## config.mk

```make
export PLATFORM = sky130hd
export DESIGN_NAME = cpu_branch_resolver_flat
export DESIGN_NICKNAME = d
export VERILOG_FILES = /design/src/rtl/cpu_branch_resolver_if.sv /design/src/rtl/cpu_branch_resolver.sv /design/src/flat_wrapper.sv
export SDC_FILE = /design/constraint.sdc
export NUM_CORES = 1
export LEC_CHECK = 0
export BUFFER_PORTS_ARGS = -buffer_cell sky130_fd_sc_hd__buf_2
export CORE_ASPECT_RATIO = 0.7
export CORE_MARGIN = 2
export CORE_UTILIZATION = 32
export CTS_CLUSTER_DIAMETER = 100
export DETAILED_ROUTE_END_ITERATION = 8
export GPL_TIMING_DRIVEN = 0
export PLACE_DENSITY = 0.62
export SYNTH_ARGS = -nofsm -noshare
export SYNTH_HDL_FRONTEND = slang
export SYNTH_SLANG_ARGS = --single-unit
```

## constraint.sdc

```tcl
create_clock -name clk -period 4 [get_ports clk]
set_input_delay 0.4 -clock clk [delete_from_list [all_inputs] [get_ports clk]]
set_output_delay 0.4 -clock clk [all_outputs]
set_load 0.01 [all_outputs]
```

## src/rtl/cpu_branch_resolver_if.sv

```systemverilog
// Bus bundle for cpu_branch_resolver: request, result slot, flush and fetch lookup.
// master = pipeline/fetch side, slave = branch resolver.
interface cpu_branch_resolver_if #(
  parameter int XLEN = 32
);
  logic            flush;
  logic            in_valid;
  logic            in_ready;
  logic [2:0]      in_funct3;
  logic [XLEN-1:0] in_operand_a;
  logic [XLEN-1:0] in_operand_b;
  logic [XLEN-1:0] in_pc;
  logic [XLEN-1:0] in_offset;
  logic            in_predicted_taken;
  logic            out_valid;
  logic            out_ready;
  logic            out_taken;
  logic [XLEN-1:0] out_target;
  logic            out_mispredict;
  logic            out_illegal;
  logic [XLEN-1:0] out_pc;
  logic [XLEN-1:0] pred_pc;
  logic            pred_taken;

  modport master (
    output flush, in_valid, in_funct3, in_operand_a, in_operand_b, in_pc,
           in_offset, in_predicted_taken, out_ready, pred_pc,
    input  in_ready, out_valid, out_taken, out_target, out_mispredict,
           out_illegal, out_pc, pred_taken
  );

  modport slave (
    input  flush, in_valid, in_funct3, in_operand_a, in_operand_b, in_pc,
           in_offset, in_predicted_taken, out_ready, pred_pc,
    output in_ready, out_valid, out_taken, out_target, out_mispredict,
           out_illegal, out_pc, pred_taken
  );
endinterface

```

## src/rtl/cpu_branch_resolver.sv

```systemverilog
// Execute-stage branch resolver: evaluates the funct3 condition, computes the
// next PC, flags mispredictions and holds the result in a one-entry valid/ready
// slot. With CPU_BRANCH_BHT_EN defined it also owns a 2-bit saturating branch
// history table trained on retired results and read combinationally by fetch;
// without it, prediction is static not-taken.
module cpu_branch_resolver #(
  parameter int XLEN        = 32,
  parameter int BHT_ENTRIES = 64
) (
  input  logic                  clk,
  input  logic                  rst_n,
  cpu_branch_resolver_if.slave  bus
);

  logic            accept;
  logic            out_hs;
  logic            cond_taken;
  logic            cond_illegal;
  logic [XLEN-1:0] res_target;
  logic            res_mispredict;

  logic            out_valid_q, out_valid_d;
  logic            out_taken_q;
  logic [XLEN-1:0] out_target_q;
  logic            out_mispredict_q;
  logic            out_illegal_q;
  logic [XLEN-1:0] out_pc_q;

  // Fetch lookup address is only partially decoded (or not at all without the BHT).
  logic            unused_pred_pc;
  assign unused_pred_pc = ^bus.pred_pc;

  assign bus.in_ready = ~out_valid_q | bus.out_ready;
  assign accept       = bus.in_valid & bus.in_ready & ~bus.flush;
  assign out_hs       = out_valid_q & bus.out_ready;

  // Branch condition decode; 010/011 are not branches and never resolve taken.
  always_comb begin
    cond_taken   = 1'b0;
    cond_illegal = 1'b0;
    case (bus.in_funct3)
      3'b000:  cond_taken = (bus.in_operand_a == bus.in_operand_b);
      3'b001:  cond_taken = (bus.in_operand_a != bus.in_operand_b);
      3'b100:  cond_taken = ($signed(bus.in_operand_a) <  $signed(bus.in_operand_b));
      3'b101:  cond_taken = ($signed(bus.in_operand_a) >= $signed(bus.in_operand_b));
      3'b110:  cond_taken = (bus.in_operand_a <  bus.in_operand_b);
      3'b111:  cond_taken = (bus.in_operand_a >= bus.in_operand_b);
      default: cond_illegal = 1'b1;
    endcase
  end

  // Next PC wraps modulo 2^XLEN; mispredict is fixed at accept time.
  assign res_target     = cond_taken ? (bus.in_pc + bus.in_offset)
                                     : (bus.in_pc + XLEN'(4));
  assign res_mispredict = cond_taken ^ bus.in_predicted_taken;

  // Slot occupancy: flush wins, a new accept refills, a handshake drains.
  always_comb begin
    out_valid_d = out_valid_q;
    if (bus.flush)   out_valid_d = 1'b0;
    else if (accept) out_valid_d = 1'b1;
    else if (out_hs) out_valid_d = 1'b0;
  end

  // Result slot registers; data only changes on accept so a stalled result stays put.
  always_ff @(posedge clk or negedge rst_n) begin
    if (!rst_n) begin
      out_valid_q      <= 1'b0;
      out_taken_q      <= 1'b0;
      out_target_q     <= '0;
      out_mispredict_q <= 1'b0;
      out_illegal_q    <= 1'b0;
      out_pc_q         <= '0;
    end else begin
      out_valid_q <= out_valid_d;
      if (accept) begin
        out_taken_q      <= cond_taken;
        out_target_q     <= res_target;
        out_mispredict_q <= res_mispredict;
        out_illegal_q    <= cond_illegal;
        out_pc_q         <= bus.in_pc;
      end
    end
  end

  assign bus.out_valid      = out_valid_q;
  assign bus.out_taken      = out_taken_q;
  assign bus.out_target     = out_target_q;
  assign bus.out_mispredict = out_mispredict_q;
  assign bus.out_illegal    = out_illegal_q;
  assign bus.out_pc         = out_pc_q;

`ifdef CPU_BRANCH_BHT_EN
  localparam int IDX_W = $clog2(BHT_ENTRIES);

  logic [1:0]       bht_q [BHT_ENTRIES];
  logic [1:0]       bht_d;
  logic             bht_we;
  logic [IDX_W-1:0] upd_idx;
  logic [IDX_W-1:0] pred_idx;

  // Train only on retired legal branches; a flush in the same cycle suppresses it.
  assign bht_we   = out_hs & ~out_illegal_q & ~bus.flush;
  assign upd_idx  = out_pc_q[IDX_W+1:2];
  assign pred_idx = bus.pred_pc[IDX_W+1:2];

  // Saturating counter step for the retiring branch's entry.
  always_comb begin
    bht_d = bht_q[upd_idx];
    if (out_taken_q) begin
      if (bht_q[upd_idx] != 2'b11) bht_d = bht_q[upd_idx] + 2'd1;
    end else begin
      if (bht_q[upd_idx] != 2'b00) bht_d = bht_q[upd_idx] - 2'd1;
    end
  end

  // Counter storage; reset brings every entry to weakly not-taken.
  always_ff @(posedge clk or negedge rst_n) begin
    if (!rst_n) begin
      for (int i = 0; i < BHT_ENTRIES; i++) bht_q[i] <= 2'b01;
    end else if (bht_we) begin
      bht_q[upd_idx] <= bht_d;
    end
  end

  // Lookup sees the pre-update value when fetch reads the entry being trained.
  assign bus.pred_taken = bht_q[pred_idx][1];
`else
  assign bus.pred_taken = 1'b0;
`endif

endmodule

```

## src/flat_wrapper.sv

```systemverilog
// flat-port wrapper written by rule: the top's interface ports become plain ports
module cpu_branch_resolver_flat 
#(
  parameter int XLEN        = 32,
  parameter int BHT_ENTRIES = 64
)
  (clk, rst_n, bus_flush, bus_in_valid, bus_in_funct3, bus_in_operand_a, bus_in_operand_b, bus_in_pc, bus_in_offset, bus_in_predicted_taken, bus_out_ready, bus_pred_pc, bus_in_ready, bus_out_valid, bus_out_taken, bus_out_target, bus_out_mispredict, bus_out_illegal, bus_out_pc, bus_pred_taken);
  cpu_branch_resolver_if #(.XLEN(XLEN)) bus_i ();
  input  logic clk;
  input  logic rst_n;
  input wire logic [$bits(bus_i.flush)-1:0] bus_flush;
  input wire logic [$bits(bus_i.in_valid)-1:0] bus_in_valid;
  input wire logic [$bits(bus_i.in_funct3)-1:0] bus_in_funct3;
  input wire logic [$bits(bus_i.in_operand_a)-1:0] bus_in_operand_a;
  input wire logic [$bits(bus_i.in_operand_b)-1:0] bus_in_operand_b;
  input wire logic [$bits(bus_i.in_pc)-1:0] bus_in_pc;
  input wire logic [$bits(bus_i.in_offset)-1:0] bus_in_offset;
  input wire logic [$bits(bus_i.in_predicted_taken)-1:0] bus_in_predicted_taken;
  input wire logic [$bits(bus_i.out_ready)-1:0] bus_out_ready;
  input wire logic [$bits(bus_i.pred_pc)-1:0] bus_pred_pc;
  output wire logic [$bits(bus_i.in_ready)-1:0] bus_in_ready;
  output wire logic [$bits(bus_i.out_valid)-1:0] bus_out_valid;
  output wire logic [$bits(bus_i.out_taken)-1:0] bus_out_taken;
  output wire logic [$bits(bus_i.out_target)-1:0] bus_out_target;
  output wire logic [$bits(bus_i.out_mispredict)-1:0] bus_out_mispredict;
  output wire logic [$bits(bus_i.out_illegal)-1:0] bus_out_illegal;
  output wire logic [$bits(bus_i.out_pc)-1:0] bus_out_pc;
  output wire logic [$bits(bus_i.pred_taken)-1:0] bus_pred_taken;
  assign bus_i.flush = bus_flush;
  assign bus_i.in_valid = bus_in_valid;
  assign bus_i.in_funct3 = bus_in_funct3;
  assign bus_i.in_operand_a = bus_in_operand_a;
  assign bus_i.in_operand_b = bus_in_operand_b;
  assign bus_i.in_pc = bus_in_pc;
  assign bus_i.in_offset = bus_in_offset;
  assign bus_i.in_predicted_taken = bus_in_predicted_taken;
  assign bus_i.out_ready = bus_out_ready;
  assign bus_i.pred_pc = bus_pred_pc;
  assign bus_in_ready = bus_i.in_ready;
  assign bus_out_valid = bus_i.out_valid;
  assign bus_out_taken = bus_i.out_taken;
  assign bus_out_target = bus_i.out_target;
  assign bus_out_mispredict = bus_i.out_mispredict;
  assign bus_out_illegal = bus_i.out_illegal;
  assign bus_out_pc = bus_i.out_pc;
  assign bus_pred_taken = bus_i.pred_taken;
  cpu_branch_resolver #(.XLEN(XLEN), .BHT_ENTRIES(BHT_ENTRIES)) u_core (.clk(clk), .rst_n(rst_n), .bus(bus_i));
endmodule
```

Yosys cells after proc, flatten, opt, wreduce, memory -nomap -nowiden
Cells that the tools add are included.
- register bits after elaboration: 68
- output and inout bits: 70
- input bits: 169
- logic and storage cells: 35
- $add $sub $neg: 2
- $lt $le $gt $ge: 4
- reductions and logical operators: 3
- bitwise operators: 7
- multiplexer cells: 6
- equal/unequal tests: 7
- operators by type and width (cell ; count):
    greater-or-equal comparator 32 bit ; 2
    < comparator 32 bit ; 2
    adder 32 x 3 -> 32 bit (second input constant) ; 1
    adder 32 bit ; 1
    equality test 32 bit ; 1
    two-way mux 32 bit ; 1
    != test 32 bit ; 1
    equality test 3 bit (second input constant) ; 4
    one-hot mux 1 bit (6 select lines) ; 1
    OR reduction 6 bit ; 1
    two-way mux 1 bit ; 4
    bitwise AND 1 bit ; 3
    equality test 3 x 1 -> 1 bit (second input constant) ; 1
    zero test 3 bit ; 1
    nonzero test 3 bit ; 1
    inverter 1 bit ; 2
    OR 1 bit ; 1
    XOR 1 bit ; 1

Depth between registers and ports, before layout
Gate-level depths: netlist of run 1.
- depth after elaboration: 6
- gate-level depth with buffers: 13
- gate-level depth less buffers: 12

Least setup slack after synthesis of run 1
Ideal clock, no wire load.
- path kind: in2reg
- start: in bus_in_operand_b[1]
- end: reg u_core.out_target_q[30] (netlist: u_core.bus.out_target[30])
- stages on the path: 12
- slack: 1041 ps
- buffers on the path: 1
- required time: 3874 ps
- data arrival time: 2833 ps
- setup time: 126 ps
- cells stage by stage: inv_1 ha_1 nor2b_1 o211ai_2 a21oi_1 o311a_1 or3_4 mux2_4 o221a_1 buf_6 and2_4 a221o_1
- longest elaborated chain between the ends: 3
- elaborated cells on any way between the ends: 8
- classes of those cells: order compare (4); eq/ne (2); mux (2)
- RTL lines (item ; RTL line ; RTL):
    start: declaration ; flat_wrapper.sv:15 ; input wire logic [$bits(bus_i.in_operand_b)-1:0] bus_in_operand_b;
    greater-or-equal comparator 32 bit, or another cell as far along ; cpu_branch_resolver.sv:47 ; 3'b111: cond_taken = (bus.in_operand_a >= bus.in_operand_b);
    one-hot mux 1 bit (6 select lines) * ; cpu_branch_resolver.sv:41 ; case (bus.in_funct3)
    two-way mux 32 bit * ; cpu_branch_resolver.sv:53 ; assign res_target = cond_taken ? (bus.in_pc + bus.in_offset)
    end signal: assignment ; cpu_branch_resolver.sv:78 ; out_target_q <= res_target;
    end: declaration ; cpu_branch_resolver.sv:24 ; logic [XLEN-1:0] out_target_q;
Every way passes the cells marked *; elsewhere a longest branch is shown, timed or not.
A chain may end at the register's enable or synchronous reset.

Final worst setup path of run 1
- start: in bus_in_pc[7]
- end: reg u_core.out_target_q[28] (netlist: u_core.bus.out_target[28])
- longest elaborated chain between the ends: 2
- elaborated cells on any way between the ends: 3
- classes of those cells: add/sub (2); mux (1)
- RTL lines (item ; RTL line ; RTL):
    start: declaration ; flat_wrapper.sv:16 ; input wire logic [$bits(bus_i.in_pc)-1:0] bus_in_pc;
    adder 32 x 3 -> 32 bit or adder 32 bit (tied branches) ; cpu_branch_resolver.sv:54, cpu_branch_resolver.sv:53 ;
    two-way mux 32 bit * ; cpu_branch_resolver.sv:53 ;
Marks and branches as above.

==> impl_metrics.py, run 1 <==
metrics = {
    "timing": {
        "worstMarginPinSlew_ps": 1286,
        "hold_slack_ps": 249.8,
        "final_hold_viol_count": 0,
        "min_period_ps": 3169,
        "finalSetupViolCount": 0,
        "finalCritPeriodShare_pct": 79.23,
        "final.setup.tns_ps": 0,
        "drv_slew": 0,
        "slew_headroom_pct": 14.08,
        "rsz0062_at_grt": "no",
        "fmax_mhz": 315.5,
        "fin_skew_ps": 7.074,
    },
    "cells_and_area": {
        "register_area_sq_um": 1702,
        "diodes": 0,
        "multi_input_area_sq_um": 3760,
        "fill_cells": 1808,
        "nets": 1156,
        "drive_above_1_share_pct": 25.24,
        "area_growth_pct": 29.62,
        "fin_util_pct": 42.82,
    },
    "cts": {
        "clkSinkCount": 68,
        "worstSkewPairLatency_ps": 340,
        "clk_pin_slew_ps": 50,
        "cts-htree-levels": 3,
        "cts_tree": "done",
        "cts_resized": 0,
        "cts-root-buf": "clkbuf_16",
        "cts_buffers": 9,
        "cts_buffer_depth": 2,
        "post_cts_buffers": 0,
    },
    "setup_path": {
        "worstPathArrival_ps": 3380,
        "ff2ff_path_depth": 5,
        "r2r-end": "u_core.bus.out_target[16]",
        "crit_type": "primary input to flop",
        "path_cells": "buf_2 > ha_1 > clkbuf_1 > a2111oi_0 > nor3_1 > o21ai_1 > o22ai_1 > a211oi_1 > o31ai_1 > a21oi_1 > xnor2_1 > a221o_1",
        "worstReg2RegStart": "u_core.bus.out_valid",
        "rrSetupSlack_ps": 1670,
        "critPathBufInv": 2,
        "worstSetupStartpointType": "primary input",
        "worstPathMaxFanout": 7,
        "cp_top_family": "compound AO/OA/AOI/OAI gates",
        "slowest_delay_ps": 630,
        "critPathSlowestCell": "a211oi_1",
        "endpoint_kind": "flop",
        "worstPathRequired_ps": 4210,
    },
    "global_routing": {
        "grt_pass1_vias": 5374,
        "antenna_found_initial": 0,
        "grt-ovfl-total": 0,
        "grt_max_degree": 67,
        "grt_pass1_wl_mm": 28.63,
        "track_usage_pct": 19.48,
    },
    "floorplan": {
        "coreArea_sq_um": 17370,
        "ios": 239,
        "start_util_pct": 33.03,
        "rows": 40,
        "fp.dieH_um": 116.0,
        "die_area_sq_um": 19030,
        "dieWidth_um": 164.0,
    },
    "detailed_routing": {
        "first_iter_violations": 413,
        "ant_nets": 0,
        "route.detailed.drc": 0,
        "routed_wl_mm": 17.94,
        "dr.pass1.iters": 5,
        "vias": 5677,
        "routedWlPerCell_um": 15.50,
        "avgViaCountPerCell": 4.902,
    },
    "synthesis": {
        "synth_ff_type": "dfrtp_1",
        "synthTopCellsByArea": "dfrtp_1, ha_1, nand2_1",
        "synthArstFlopShare_pct": 100.0,
        "syn_area_sq_um": 5737,
        "syn-num-nets": 938,
        "syn_inst": 704,
        "synth_top_cell_area_share_pct": 29.66,
        "synth_cell_type_count": 57,
        "yosys_warnings": 0,
        "ys_ff_latch": 68,
        "syn_area_per_cell_sq_um": 8.149,
        "synth_edf_count": 0,
        "seq_area_frac_synth_pct": 29.66,
        "yosysTopAreaCell": "dfrtp_1",
    },
    "placement": {
        "dp_hpwl_mm": 14.37,
        "gp_congestion": 0.8364,
        "port_buffers": 205,
    },
    "power": {
        "ir_worst_vdd_mv": 0.1623,
        "finalPower_w": 0.002711,
        "powerDensity_nw_per_um2": 364.5,
        "power_leakage_nw": 3.870,
    },
    "worst_hold_path": {
        "min_from": "bus_flush",
        "min_path_cells": 2,
        "hold_path_end": "u_core.bus.out_valid",
        "min_path_type": "primary input to flop",
    },
    "run_status": {
        "status": "finished clean",
    },
    "job": {
        "drv_cap": 0,
    },
}
-- flip-flops by register name, summed over array words and instances (netlist names) --
signal                     flops
u_core.bus.out_taken           1
u_core.bus.out_illegal         1
u_core.bus.out_mispredict      1
u_core.bus.out_valid           1
u_core.bus.out_pc             32
u_core.bus.out_target         32
-- cell usage in the layout, fill, tap and decap left out, drive strengths merged, types with 3 or more instances in the layout --
| cell | netlist | final |
|---|---|---|
| buf | 6 | 212 |
| nand2 | 155 | 155 |
| dfrtp | 68 | 68 |
| ha | 64 | 64 |
| inv | 43 | 43 |
| a21oi | 42 | 42 |
| o21ai | 39 | 39 |
| xnor2 | 38 | 38 |
| nand3 | 36 | 36 |
| clkbuf | 17 | 30 |
| nor2 | 25 | 25 |
| xor2 | 21 | 21 |
| a21o | 19 | 19 |
| mux2i | 19 | 19 |
| nand4 | 16 | 16 |
| nor2b | 9 | 9 |
| o311ai | 9 | 9 |
| nor3 | 8 | 8 |
| and3 | 7 | 7 |
| o31ai | 4 | 4 |
| and4 | 4 | 4 |
| a21boi | 4 | 4 |
| a31oi | 4 | 4 |
| and2 | 4 | 4 |
| mux2 | 4 | 4 |
| o21a | 3 | 3 |
| nand2b | 3 | 3 |
| o211ai | 3 | 3 |
| or3 | 3 | 3 |
-- where the power goes --
part           switching (W)  internal (W)  leakage, nW
combinational       0.000518      0.000399         2.87
sequential         0.0000638      0.000814        0.842
clock               0.000318      0.000598        0.162
total               0.000899       0.00181         3.87
-- cell usage after synthesis, types with 7 or more instances --
cell	number
xor2_1	21
clkbuf_1	17
o21ai_0	36
nand4_1	16
o311ai_1	9
dfrtp_1	68
ha_1	64
nand2_1	155
nor2b_1	9
and3_1	7
nor3_1	8
xnor2_1	38
nand3_1	36
a21oi_1	42
a21o_1	19
inv_1	43
mux2i_1	19
nor2_1	25
-- cell families after synthesis --
logic type / synth area share [%]
AND/OR/NAND/NOR: 21.53
buffers and inverters: 4.907
XOR/XNOR: 9.008
multiplexers: 4.166
adder cells (fa/ha/maj): 14.31
other: 0.06537
flip-flops: 29.66
AO/OA/AOI/OAI: 16.36
-- final cells by class --
cell class | instances | share of cell area, %
Clock inverter | 3 | 0.9086
Timing Repair Buffer | 207 | 14.34
Multi-Input combinational cell | 570 | 50.56
Tap cell | 231 | 3.887
Sequential cell | 68 | 22.88
Clock buffer | 13 | 3.635
Inverter | 43 | 2.171
Buffer | 23 | 1.615
-- repair_timing --
| item | CTS | global route |
|---|---|---|
| endpoints found under the setup margin | 0 | 0 |
| hold buffers | 1 | 0 |
| hold endpoints to repair | 2 | 0 |
-- per-layer routing --
layer	up-vias	GRT usage (%)	share of wire, %
li1	2894	-	-
met1	2589	29.99	52
met2	180	27.68	40
met3	14	3.865	6.7
met4	0	4.444	1.3
met5	-	0	0
-- stage by stage --
| step | std cells | cell area (sq um) | setup WS, ps |
|---|---|---|---|
| global placement | 1140 | 7052 | 552.6 |
| floorplan | 704 | 5737 | 1041 |
| finish | 1158 | 7436 | 830.8 |
| CTS | 1158 | 7436 | 952.6 |
| global route | 1158 | 7436 | 644.3 |
| detailed placement | 1141 | 7088 | 617.4 |
-- worst max path at each step --
stage,to,cells past startpoint,slack [ps],startpoint
floorplan,u_core.bus.out_target[30],12,1040,bus_in_operand_b[1]
global placement,u_core.bus.out_target[31],10,550,bus_in_pc[4]
detailed placement,u_core.bus.out_target[28],13,620,bus_in_pc[0]
CTS,u_core.bus.out_target[28],12,950,bus_in_pc[7]
global route,u_core.bus.out_target[31],14,640,bus_in_operand_b[23]
finish,u_core.bus.out_target[28],12,830,bus_in_pc[7]
Note: power is estimated with default switching activity, not from simulation.
==> run 2, diff against run 1 <==
--- a/config.mk
+++ b/config.mk
@@ -12,7 +12,7 @@
 export CTS_CLUSTER_DIAMETER = 100
 export DETAILED_ROUTE_END_ITERATION = 8
 export GPL_TIMING_DRIVEN = 0
-export PLACE_DENSITY = 0.62
+export PLACE_DENSITY = 0.64
 export SYNTH_ARGS = -nofsm -noshare
 export SYNTH_HDL_FRONTEND = slang
 export SYNTH_SLANG_ARGS = --single-unit
==> constraint.sdc (replaced) <==
create_clock -name clk -period 2.7 [get_ports clk]
set_input_delay 0.27 -clock clk [delete_from_list [all_inputs] [get_ports clk]]
set_output_delay 0.27 -clock clk [all_outputs]
set_load 0.01 [all_outputs]
==> run 2 against run 1 <==
Compared with the run above:
- via count rose by 1.5%
- sequential power rose by 49%
- register-to-register slack got worse by 1200 ps
- final area rose by 1.9%
- sequential cell count did not move
- wire length rose by 0.93%
- worst setup slack got worse by 720 ps
- global-route usage fell by 0.052 points
- critical path depth rose by 1
- die area did not move
- critical endpoint is now u_core.bus.out_target[30]
- largest cell class unchanged
==> impl_metrics.py, run 2 (synthesized netlist as in run 1, its figures left out) <==
metrics = {
    "setup_path": {
        "slowest_delay_ps": 430,
        "worstSetupStartpointType": "primary input",
        "worstPathArrival_ps": 2800,
        "crit_type": "primary input to flop",
        "path_cells": "buf_2 > ha_1 > inv_1 > fa_1 > nor2b_1 > o31a_1 > o21ai_4 > o22ai_4 > a211oi_4 > o31ai_1 > a21oi_1 > xnor2_1 > a221o_1",
        "endpoint_kind": "flop",
        "cp_top_family": "compound AO/OA/AOI/OAI gates",
        "worstPathRequired_ps": 2910,
        "worstPathMaxFanout": 4,
        "critPathSlowestCell": "fa_1",
        "critPathBufInv": 2,
    },
    "detailed_routing": {
        "avgViaCountPerCell": 4.972,
        "vias": 5763,
        "top_layer": "met4",
        "wl_met1_mm": 9.117,
        "ant_nets": 0,
        "dr.pass1.iters": 5,
        "routed_wl_mm": 18.11,
        "wl_met2_mm": 7.310,
        "met3_length_mm": 1.407,
        "route.detailed.drc": 0,
        "routedWlPerCell_um": 15.63,
        "first_iter_violations": 409,
    },
    "power": {
        "powerDensity_nw_per_um2": 504.7,
        "p_switching_w": 0.001331,
        "p_int_w": 0.002492,
        "seqPwrFrac_pct": 34.1,
        "swShare_pct": 34.81,
        "combPwrFrac_pct": 37.0,
        "power_leakage_nw": 3.870,
        "ir_worst_vdd_mv": 0.2789,
        "clock_power_share_pct": 28.9,
    },
    "worst_hold_path": {
        "min_path_type": "primary input to flop",
    },
    "timing": {
        "worstMarginPinSlew_ps": 639.4,
        "rsz0062_at_grt": "yes",
        "finalSetupViolCount": 0,
        "fin_ws_ps": 114.2,
        "hold_slack_ps": 118.3,
        "min_period_ps": 2586,
        "fmax_mhz": 386.7,
        "finalCritPeriodShare_pct": 95.77,
        "slew_headroom_pct": 57.37,
        "fin_skew_ps": 4.569,
        "final_hold_viol_count": 0,
        "drv_slew": 0,
    },
    "cells_and_area": {
        "nets": 1157,
        "area_growth_pct": 32.06,
        "drive_above_1_share_pct": 27.94,
        "layout_common_cells": "buf_2, nand2_1, dfrtp_1, ha_1, inv_1",
        "finalNonFillerCells": 1159,
        "fin_util_pct": 43.62,
        "final_common_cell": "buf_2",
    },
    "global_routing": {
        "grt_pass1_vias": 5558,
        "antenna_found_initial": 1,
        "track_usage_pct": 19.42,
        "grt_pass1_wl_mm": 28.68,
        "grt_max_degree": 67,
        "grt-ovfl-total": 0,
    },
    "floorplan": {
        "rows": 40,
        "start_util_pct": 33.03,
        "die_area_sq_um": 19030,
        "dieWidth_um": 164.0,
        "ios": 239,
        "fp.dieH_um": 116.0,
        "coreArea_sq_um": 17370,
    },
    "cts": {
        "cts_buffers": 9,
        "cts-htree-levels": 3,
        "cts_tree": "done",
        "cts_buffer_depth": 2,
        "clk_pin_slew_ps": 60,
        "cts-root-buf": "clkbuf_16",
        "worstSkewPairLatency_ps": 330,
        "clkSinkCount": 68,
    },
    "run_status": {
        "status": "finished clean",
    },
    "job": {
        "drv_cap": 0,
    },
    "placement": {
        "post-place-cells": 1142,
        "gp_congestion": 0.8712,
        "place_ws_ps": -557.8,
        "dp_hpwl_mm": 14.43,
        "port_buffers": 205,
    },
}
[run 2: changes by cell type in the layout (fill, tap and decap cells not counted), moves of 5 or more]
cell / previous run / this run
o21ai_0: 36 / 28
o21ai_1: 3 / 10
ha_1: 64 / 58
ha_4: 0 / 6
a21oi_1: 42 / 37
a21oi_2: 0 / 5
[run 2: layout make-up]
type / count / area [sq um]
flip-flops and latches: 68 / 1702
clock buffers: 13 / 260.3
well taps: 231 / 289.0
multi-input cells: 570 / 3935
inverters: 43 / 166.4
clock inverters: 2 / 10.01
plain buffers: 22 / 127.6
fillers: 1806 / 9791
repair buffers: 209 / 1084
diodes: 1 / 2.502
[run 2: worst register-to-register path, delay by kind of cell (launching register included)]
family / cells / cell delay, ps
buffers and inverters: 3 / 1030
and+or+nand+nor: 2 / 550
DFF: 1 / 330
AOI/OAI and AO/OA: 1 / 150
[run 2: repair_timing]
item / CTS / global route
hold endpoints to repair: 63 / 0
pin swaps: 2 / 7
hold buffers: 1 / 0
buffers inserted: 0 / 0
resized for setup: 7 / 32
endpoints found under the setup margin: 20 / 33
[run 2: path summary, 6_finish.rpt]
kind	slack, ps	from	depth (start not counted)	end
min in group asynchronous	280	rst_n	2	u_core.bus.out_pc[17]
hold reg to reg	460	u_core.bus.out_pc[23]	2	u_core.bus.out_pc[23]
setup / recovery	110	bus_in_pc[0]	13	u_core.bus.out_target[30]
hold / removal	120	bus_flush	2	u_core.bus.out_valid
setup reg to reg	500	u_core.bus.out_valid	6	u_core.bus.out_pc[1]
max in group asynchronous	1890	rst_n	3	u_core.bus.out_target[27]
[run 2: power groups by stage]
stage	logic [W]	clock network (W)	registers [W]
after global placement	0.00135	0	0.00132
after global routing	0.00158	0.00117	0.00133
after detailed placement	0.00137	0	0.00132
after floorplan	0.000711	0	0.00141
after CTS	0.00138	0.00113	0.00131
final	0.00141	0.00110	0.00131
[run 2: metrics by stage]
step           area, sq um  power, W  TNS [ps]
2_1_floorplan         5774  0.002120    -4.029
3_3_place_gp          7089  0.002664    -13600
3_5_place_dp          7129  0.002687    -13310
4_1_cts               7436  0.003812         0
5_1_grt               7574  0.004082    -11.32
6_report              7576  0.003823         0
[run 2: metal layers]
layer | vias to the layer above | global-route usage (%)
met2 | 192 | 28.80
met1 | 2646 | 28.57
met4 | 0 | 4.795
met3 | 19 | 4.295
li1 | 2906 | -
met5 | - | 0
